File: config.mk
export PLATFORM = sky130hd
export DESIGN_NAME = hazard_scoreboard
export DESIGN_NICKNAME = d
export VERILOG_FILES = /design/src/rtl/hazard_pkg.sv /design/src/rtl/hazard_sb_entry.sv /design/src/rtl/hazard_scoreboard.sv
export SDC_FILE = /design/constraint.sdc
export NUM_CORES = 2
export LEC_CHECK = 0
export CORE_MARGIN = 2
export CORE_UTILIZATION = 40
export DETAILED_ROUTE_END_ITERATION = 12
export MAX_ROUTING_LAYER = met4
export PLACE_DENSITY = 0.63
export SETUP_SLACK_MARGIN = 0.05
export SLEW_MARGIN = 10
export SYNTH_ARGS = -nofsm -noshare
export SYNTH_HDL_FRONTEND = slang
export SYNTH_HIERARCHICAL = 1
export SYNTH_SLANG_ARGS = --single-unit
export TNS_END_PERCENT = 10
File: constraint.sdc
create_clock -name clk -period 6.8 [get_ports clk]
set_input_delay 1.02 -clock clk [delete_from_list [all_inputs] [get_ports clk]]
set_output_delay 1.02 -clock clk [all_outputs]
set_load 0.01 [all_outputs]
File: src/rtl/hazard_pkg.sv
// hazard_pkg: stage indices, long-op FSM states, scoreboard entry layout and forward encodings
// shared by the hazard unit.
package hazard_pkg;
    localparam int ST_F = 0;
    localparam int ST_D = 1;
    localparam int ST_E = 2;
    localparam int ST_M = 3;
    localparam int SB_CNT_W = 8;
    localparam int SB_AGE_W = 4;
    localparam int FWD_RF = 0;
    localparam int FWD_E = 1;
    typedef enum logic {IDLE = 1'b0, WAIT = 1'b1} lfsm_e;
    typedef struct packed {
        logic                busy;
        logic                is_long;
        logic [SB_CNT_W-1:0] cnt;
        logic [SB_AGE_W-1:0] age;
    } sb_entry_t;
    function automatic logic [31:0] upto(input int s);
        return (32'd1 << (s + 1)) - 32'd1;
    endfunction
endpackage

File: src/rtl/hazard_sb_entry.sv
// hazard_sb_entry: one register's scoreboard slot with latency countdown, age tracking,
// exception clear and forward-select generation.
module hazard_sb_entry
    import hazard_pkg::*;
#(
    parameter int EX_DEPTH = 3,
    parameter int EXC_STAGE = 3,
    parameter int LAT_W = 3,
    parameter int FW = 2,
    localparam int NST = EX_DEPTH + 2
) (
    input  logic             clk,
    input  logic             resetn,
    input  logic             issue,
    input  logic             is_long,
    input  logic [LAT_W-1:0] lat,
    input  logic             advance,
    input  logic             lu_ack,
    input  logic             exc_clr,
    input  logic [NST-1:0]   flush,
    output logic [FW-1:0]    fwd,
    output logic             pend,
    output logic             young
);
    sb_entry_t ent, nxt;
    logic      into_flush;
    always_comb begin
        into_flush = 1'b0;
        // an entry at age i moves into stage ST_M+i; a flushed target stage kills it
        for (int i = 0; i < EX_DEPTH - 1; i++)
            into_flush = into_flush | (ent.age == SB_AGE_W'(i) && flush[ST_M + i]);
        nxt = ent;
        if (ent.is_long && lu_ack) begin
            nxt.cnt = '0;
            nxt.is_long = 1'b0;
        end
        if (advance && ent.busy) begin
            nxt.cnt = (nxt.cnt == '0 || nxt.is_long) ? nxt.cnt : nxt.cnt - SB_CNT_W'(1);
            nxt.age = ent.age + SB_AGE_W'(1);
            if (ent.age == SB_AGE_W'(EX_DEPTH - 1) || into_flush) nxt = '0;
        end
        if (exc_clr && ent.age <= SB_AGE_W'(EXC_STAGE - 2)) nxt = '0;
        if (issue) nxt = '{busy: 1'b1, is_long: is_long, cnt: is_long ? '1 : SB_CNT_W'(lat), age: '0};
    end
    assign fwd = (ent.busy && ent.cnt == '0) ? FW'(ent.age) + FW'(FWD_E) : FW'(FWD_RF);
    assign pend = ent.busy && ent.cnt != '0;
    assign young = ent.busy && ent.age == '0;
    always_ff @(posedge clk or negedge resetn)
        if (!resetn) ent <= '0;
        else ent <= nxt;
endmodule

File: src/rtl/hazard_scoreboard.sv
// hazard_scoreboard: per-register RAW scoreboard, D-stage forward selects, long-op FSM and
// prioritised stall/flush arbiter. Define HZ_PERF_CNT_EN to add stall/flush perf counters.
module hazard_scoreboard
    import hazard_pkg::*;
#(
    parameter int NREG = 32,
    parameter int EX_DEPTH = 3,
    parameter int LAT_W = 3,
    parameter int EXC_STAGE = 3,
    localparam int NST = EX_DEPTH + 2,
    localparam int RW = $clog2(NREG),
    localparam int FW = $clog2(EX_DEPTH + 1)
) (
    input  logic             clk,
    input  logic             resetn,
    input  logic             d_valid,
    input  logic [RW-1:0]    d_rs,
    input  logic [RW-1:0]    d_rt,
    input  logic             d_rs_used,
    input  logic             d_rt_used,
    input  logic             d_early,
    input  logic             d_wen,
    input  logic [RW-1:0]    d_waddr,
    input  logic [LAT_W-1:0] d_lat,
    input  logic             d_long,
    input  logic             lu_done,
    input  logic             exc_valid,
    input  logic             imem_busy,
    input  logic             dmem_busy,
    input  logic [NST-1:0]   stall_ext,
    input  logic [NST-1:0]   flush_ext,
    output logic [FW-1:0]    fwd_a,
    output logic [FW-1:0]    fwd_b,
    output logic [NST-1:0]   stall,
    output logic [NST-1:0]   flush
`ifdef HZ_PERF_CNT_EN
    ,
    output logic [31:0]      perf_raw_stall,
    output logic [31:0]      perf_mem_stall,
    output logic [31:0]      perf_flush
`endif
);
    localparam logic [NST-1:0] M_FD = NST'(upto(ST_D));
    localparam logic [NST-1:0] M_FDE = NST'(upto(ST_E));
    localparam logic [NST-1:0] M_EXC = NST'(upto(EXC_STAGE));
    localparam logic [NST-1:0] B_E = NST'(1) << ST_E;
    localparam logic [NST-1:0] B_M = NST'(1) << ST_M;
    lfsm_e           state;
    logic [FW-1:0]   fwd_v [NREG];
    logic [NREG-1:0] pend_v, young_v;
    logic            raw_a, raw_b, raw_stall, r1, r2, r3, r4, r5, go, issue, lu_ack;
    assign fwd_v[0] = '0;
    assign pend_v[0] = 1'b0;
    assign young_v[0] = 1'b0;
    for (genvar g = 1; g < NREG; g++) begin : g_ent
        hazard_sb_entry #(
            .EX_DEPTH (EX_DEPTH),
            .EXC_STAGE(EXC_STAGE),
            .LAT_W    (LAT_W),
            .FW       (FW)
        ) u_ent (
            .clk    (clk),
            .resetn (resetn),
            .issue  (issue && d_waddr == RW'(g)),
            .is_long(d_long),
            .lat    (d_lat),
            .advance(!stall[ST_E]),
            .lu_ack (lu_ack),
            .exc_clr(r3),
            .flush  (flush),
            .fwd    (fwd_v[g]),
            .pend   (pend_v[g]),
            .young  (young_v[g])
        );
    end
    always_comb begin
        raw_a = d_rs_used && (pend_v[d_rs] || (d_early && young_v[d_rs]));
        raw_b = d_rt_used && (pend_v[d_rt] || (d_early && young_v[d_rt]));
        raw_stall = d_valid && (raw_a || raw_b);
        r1 = dmem_busy;
        r2 = !r1 && exc_valid && imem_busy;
        r3 = !r1 && exc_valid && !imem_busy;
        r4 = !r1 && !exc_valid && state == WAIT && !lu_done;
        r5 = !r1 && !exc_valid && !r4 && (imem_busy || raw_stall);
        stall = ((r1 || r2) ? '1 : r4 ? M_FDE : r5 ? M_FD : '0) | stall_ext;
        flush = (r3 ? M_EXC : r4 ? B_M : r5 ? B_E : '0) | flush_ext;
        go = d_valid && !stall[ST_D] && !flush[ST_D] && !flush[ST_E];
        issue = go && d_wen && d_waddr != '0;
        lu_ack = state == WAIT && lu_done && !dmem_busy;
    end
    assign fwd_a = fwd_v[d_rs];
    assign fwd_b = fwd_v[d_rt];
    // a busy data memory freezes the whole hazard state, including a pending lu_done
    always_ff @(posedge clk or negedge resetn)
        if (!resetn) state <= IDLE;
        else if (!dmem_busy)
            state <= (state == WAIT) ? ((lu_done || r3) ? IDLE : WAIT) : ((go && d_long) ? WAIT : IDLE);
`ifdef HZ_PERF_CNT_EN
    always_ff @(posedge clk or negedge resetn)
        if (!resetn) begin
            perf_raw_stall <= '0;
            perf_mem_stall <= '0;
            perf_flush <= '0;
        end else begin
            perf_raw_stall <= perf_raw_stall + 32'(r5 && raw_stall);
            perf_mem_stall <= perf_mem_stall + 32'(r1);
            perf_flush <= perf_flush + 32'(r3);
        end
`endif
endmodule

; ---- Word level (Yosys, flattened, before mapping)
; Cells that the tools add are included.
; W data, S select, Z words.
[word_totals]
regBits = 435
latch_bits = 0
ramBits = 0
romBits = 0
inputBits = 40
out_inout_bits = 14
word_cells = 1217
memories = 0
[op_classes]
addsub = 93
n_mul = 0
n_div = 0
order_cmp = 35
eq_ne = 93
shifts = 0
n_mux = 241
bitwise = 35
n_reduce_logical = 595
[ops]
columns = cell, n
row1 = $mux W14, 124
row2 = $logic_not A8 Y1, 62
row3 = $logic_and A1 B1 Y1, 300
row4 = $mux W9, 31
row5 = $mux W8, 32
row6 = $reduce_bool A8 Y1, 31
row7 = $sub A8 B1 Y8 const B, 31
row8 = $reduce_bool A3 Y1, 62
row9 = $add A4 B1 Y4 const B, 31
row10 = $eq A4 B1 Y1 const B, 31
row11 = $eq A4 B2 Y1 const B, 31
row12 = $le A4 B1 Y1 const B, 31
row13 = $logic_not A4 Y1, 31
row14 = $eq A5 B5 Y1 const B, 16
row15 = $mux W2, 36
row16 = $logic_or A1 B1 Y1, 68
row17 = $add A2 B1 Y2 const B, 31
row18 = $reduce_and A2 Y1, 31
row19 = $eq A5 B4 Y1 const B, 8
row20 = $or A1 B1 Y1, 31
row21 = $bmux W1 S5, 4
row22 = $bmux W2 S5, 2
row23 = $eq A5 B3 Y1 const B, 4
row24 = $ge A6 B6 Y1 const B, 2
row25 = 12 further kinds, 31

; ---- Longest topological paths before layout
[depth]
depth_word = 24
depth_mapped = 15

; ---- Modules after synthesis
; Netlist, hierarchy kept.
[by_module_without_submodules]
columns = module, n_inst, cells_per_inst, area_each_um2, seq_area_each_um2
row1 = hazard_sb_entry at g_ent[10].u_ent ..., 27, 114, 989.7, 350.3
row2 = hazard_sb_entry at g_ent[6].u_ent ..., 4, 102, 972.2, 350.3
row3 = hazard_scoreboard, 1, 245, 2663.8, 25.0

; ---- Worst setup path after synthesis
; No wires, ideal clock.
[synth_timing]
path_type = input to register
start = input dmem_busy
end = register g_ent[7].u_ent/ent[5] (netlist bit)
setup_ps = 83
arrival_ps = 7877
slack_ps = -1160
stages = 9
path_cell_list = buf_2 > nor3b_1 > nand2_1 > nand2_1 > ha_1 > or4b_4 > nand3_4 > mux2_2 > o21ai_0
[synth_rtl]
columns = item, line
row1 = "start, declared", hazard_scoreboard.sv:29  ; input logic dmem_busy,
row2 = "end signal, assigned", hazard_sb_entry.sv:50  ; else ent <= nxt;
row3 = "end, declared", hazard_sb_entry.sv:25  ; sb_entry_t ent, nxt;

; ---- Final worst setup path
[layout_timing]
start = register g_ent[1].u_ent/ent[8] (netlist bit)
end = output flush[2]
[layout_between]
elab_chain_cells = 14
word_cells_on_any_way = 18
classes_between = mux (7) / bitwise (1) / reduce/logical (10)
[layout_rtl]
columns = item, line
row1 = "start, declared", hazard_sb_entry.sv:25
row2 = "start signal, assigned", hazard_sb_entry.sv:50
row3 = $reduce_bool A8 Y1 *, hazard_sb_entry.sv:46  ; assign pend = ent.busy && ent.cnt != '0;
row4 = $logic_and A1 B1 Y1 *, hazard_sb_entry.sv:46
row5 = net pend_v[1], hazard_scoreboard.sv:50  ; logic [NREG-1:0] pend_v, young_v;
row6 = "$bmux W1 S5, on equally long branches", "hazard_scoreboard.sv:77, hazard_scoreboard.sv:78"
row7 = "$mux W1, on equally long branches", "hazard_scoreboard.sv:77, hazard_scoreboard.sv:78"
row8 = "$logic_or A1 B1 Y1, on equally long branches", "hazard_scoreboard.sv:77, hazard_scoreboard.sv:78"
row9 = "$logic_and A1 B1 Y1, on equally long branches", "hazard_scoreboard.sv:77, hazard_scoreboard.sv:78"
row10 = $logic_or A1 B1 Y1 *, hazard_scoreboard.sv:79  ; raw_stall = d_valid && (raw_a || raw_b);
row11 = $logic_and A1 B1 Y1 *, hazard_scoreboard.sv:79
row12 = $logic_or A1 B1 Y1 *, hazard_scoreboard.sv:84  ; r5 = !r1 && !exc_valid && !r4 && (imem_busy || raw_stall);
row13 = $logic_and A1 B1 Y1 *, hazard_scoreboard.sv:84
row14 = $mux W3 *, hazard_scoreboard.sv:86  ; flush = (r3 ? M_EXC : r4 ? B_M : r5 ? B_E : '0) | flush_ext;
row15 = $mux W4 * (2 in a row), hazard_scoreboard.sv:86
row16 = $or A4 B5 Y5 *, hazard_scoreboard.sv:86
row17 = "end, declared", hazard_scoreboard.sv:35  ; output logic [NST-1:0] flush
; Mark *: on every way through the listed nets, which the timed path passes. The rest lies on a longest branch. The select of a mux whose other input is x is not followed.

==> summary.txt <==
run status -> completed
proportion of synthesized area in mux cells -> 5.08%
DRC -> 0
Synth Area in XOR/XNOR -> 2.45%
R2R setup slack -> 1.63 ns
Worst-Margin Slew -> 1.09 ns
Die X -> 292 um
Critical Path Sink -> flush[2]
largest net degree at the start of global routing -> 157
Reg2Reg Depth -> 14
Area Overhead vs Synth -> 10.3%
Seq/Total Area, Yosys -> 32.7%
Final period util -> 79.6%
setup repair after global routing missed its margin -> no
# rows -> 105
port buffer count -> 53
Cell Pwr Density -> 209 nW/um^2
register bit count reported by yosys -> 435
max_cap viols -> 0
post-DR vias/cell -> 6.06
clock-pin slew on the worst setup and hold paths -> 0.06 ns
Worst slew margin -> 27.4%
drt first-iter violations -> 3,035
Synth area leaders -> dfrtp_1 (33%), ha_1 (7.0%), nand2_1 (5.9%), o21ai_0 (4.6%), mux4_2 (4.1%)
GRT Total Usage -> 23.3%
ys flop type -> dfrtp_1
post-DR wirelength/cell -> 20.0 um
CORE AREA -> 82,200 um^2
Synth Net Count -> 3,957
Synth Area in Adders -> 6.99%
Post-synth EDFFs -> 0
Worst R2R Start -> g_ent[1].u_ent/ent[8]
Achievable Freq -> 0.185 GHz
drt first pass iters -> 6
initial antenna violation count -> 8
Setup violations, final -> 0
Compound-Gate Fraction of Synth Area -> 22.6%
H-tree Lvls -> 2
mapped cell area -> 33,300 um^2
Crit-path slowest cell -> clkdlybuf4s50_1
final hold violation count -> 0
fin util -> 44.6%
Worst EP required -> 5.78 ns
routed via count -> 29.6k
Synth Instances -> 3,731
number of global-route vias before repair -> 28.2k
crit path launch type -> flop
Final Max Tran Viols -> 0
Final HPWL DP -> 66.4 mm
worst skew pair latency -> 0.60 ns
Num CTS Buffers -> 52
cts hold-fix bufs -> 0
die footprint -> 85,500 um^2
crit-path cells -> nor3_1 -> nand3_1 -> o21a_1 -> mux2_4 -> a221o_1 -> a311o_1 -> o2111ai_2 -> o22ai_1 -> or3_1 -> clkdlybuf4s50_1
CTS sink count -> 435
layout cell share with drive strength beyond 1 -> 12.4%
Post-CTS Resized -> 0
Worst VDD drop -> 0.169 mV
top-area cell type share of the netlist area -> 32.7%
commonest non-fill, non-tap cell in the layout -> nand2_1
Synth Area in Simple Gates -> 26.9%
crit-path max FO -> 5
Starting Density -> 40.5%
Cell Count, Final, Fillers Out -> 4,889
syn avg cell area -> 8.92 um^2
Worst Setup Path Type -> reg2out
Largest delay share family, worst path -> compound AO/OA/AOI/OAI gates
worst min-delay path class -> in2async
nets@finish -> 4,000
# Post-CTS Setup Buffers -> 0
ys async rst share -> 100%
Placed Instance Area -> 34,900 um^2
CP max stage delay -> 0.49 ns
Yosys top cell by area -> dfrtp_1
final WL -> 97.7 mm
R2R Path End -> g_ent[9].u_ent/ent[11]
CP bufs+invs -> 1
Netlist cell types -> 74
Die Y -> 292 um
leakage -> 16.1 nW
Final Skew -> 0.0146 ns
CP Depth -> 10
GP Congestion -> 0.906
I/O pin cnt -> 54
YS warnings -> 6
total grt overflow -> 0
most frequent cells in the layout -> nand2_1 (525), dfrtp_1 (435), nor2_1 (320), o21ai_0 (306), ha_1 (186)
Critical Path Start -> g_ent[1].u_ent/ent[8]
antenna viol nets, final -> 0
Final Instance Area -> 36,700 um^2
min Tclk post-route -> 5.41 ns
first-pass GRT wire length -> 157 mm
clk buf depth -> 3
Root Buffer -> clkbuf_16
CTS tree -> done
Data arrival, critical path -> 4.39 ns
CP Capture Type -> output pin
largest family of logic cells by synthesized area -> simple AND/OR/NAND/NOR gates
post-placement cell count -> 4,790
setup_tns -> 0 ns
Fill cells -> 7,956
## worst min path at each step
stage	start	endpoint	slack [ns]	cells after the start
2_1_floorplan	g_ent[6].u_ent/ent[2]	g_ent[6].u_ent/ent[2]	0.50	1
3_3_place_gp	g_ent[6].u_ent/ent[2]	g_ent[6].u_ent/ent[2]	0.53	1
3_5_place_dp	g_ent[7].u_ent/ent[2]	g_ent[7].u_ent/ent[2]	0.54	1
4_1_cts	resetn	g_ent[5].u_ent/ent[8]	0.51	1
5_1_grt	resetn	g_ent[5].u_ent/ent[8]	0.53	1
6_report	resetn	g_ent[5].u_ent/ent[8]	0.43	1
## cells by family after synthesis
family | Yosys count
adders and majority gates | 186
muxes | 91
AOI/OAI and AO/OA | 1085
buffers and inverters | 240
and+or+nand+nor | 1601
DFF | 435
xor gates and xnor gates | 93
## metrics by stage
step	setup WS [ns]	hold WS [ns]	total power [mW]
floorplan	1.16	0.498	4.24
detailed placement	1.07	0.537	4.73
global placement	1.16	0.531	4.73
finish	1.39	0.434	7.67
global route	1.17	0.528	8.13
CTS	1.39	0.507	7.73
## power by group
part / internal [mW] / total, mW / switching [mW]
Combinational: 0.636 / 1.68 / 1.05
Clock: 1.80 / 2.95 / 1.15
Sequential: 2.78 / 3.04 / 0.259
## metal layers
layer,up-vias,GRT usage [%],part of all wire (%)
met1,14500,32.8,47
met3,151,3.45,6.6
met2,927,34.9,44
li1,14100,-,-
met4,0,6.14,2.5
met5,-,-,0
## flip-flops by register name, summed over array words and instances (netlist names)
register,cells
state,1
g_ent.u_ent/ent,434
## area by class of cell
cell class	count	area [um^2]	share of cell area, %
repair buffers	76	716	1.95
clock buffers	76	1550	4.23
inverters	153	577	1.57
clock inverters	15	233	0.634
well taps	1070	1340	3.65
multi-input cells	3056	21400	58.2
flip-flops and latches	435	10900	29.7
diodes	8	20.0	0.0546
## synth_stat cells (all sizes together), types with 21 or more instances
| master | n |
|---|---|
| nor3 | 160 |
| xor2 | 85 |
| nor2b | 44 |
| nand4 | 36 |
| nor4b | 28 |
| o41ai | 35 |
| or4 | 35 |
| a21o | 67 |
| and4b | 54 |
| o21a | 31 |
| mux4 | 60 |
| nor2 | 320 |
| and3 | 39 |
| a22oi | 27 |
| ha | 186 |
| a2bb2oi | 27 |
| dfrtp | 435 |
| a22o | 31 |
| and3b | 27 |
| and2 | 43 |
| a21oi | 96 |
| o21bai | 28 |
| o31ai | 189 |
| nand2 | 525 |
| o22ai | 32 |
| inv | 153 |
| clkbuf | 36 |
| or3 | 21 |
| nand3 | 122 |
| buf | 51 |
| a221oi | 61 |
| nand2b | 60 |
| and4 | 27 |
| nor4 | 30 |
| a211oi | 32 |
| o21ai | 395 |
Power figures use the tool's default switching activity.
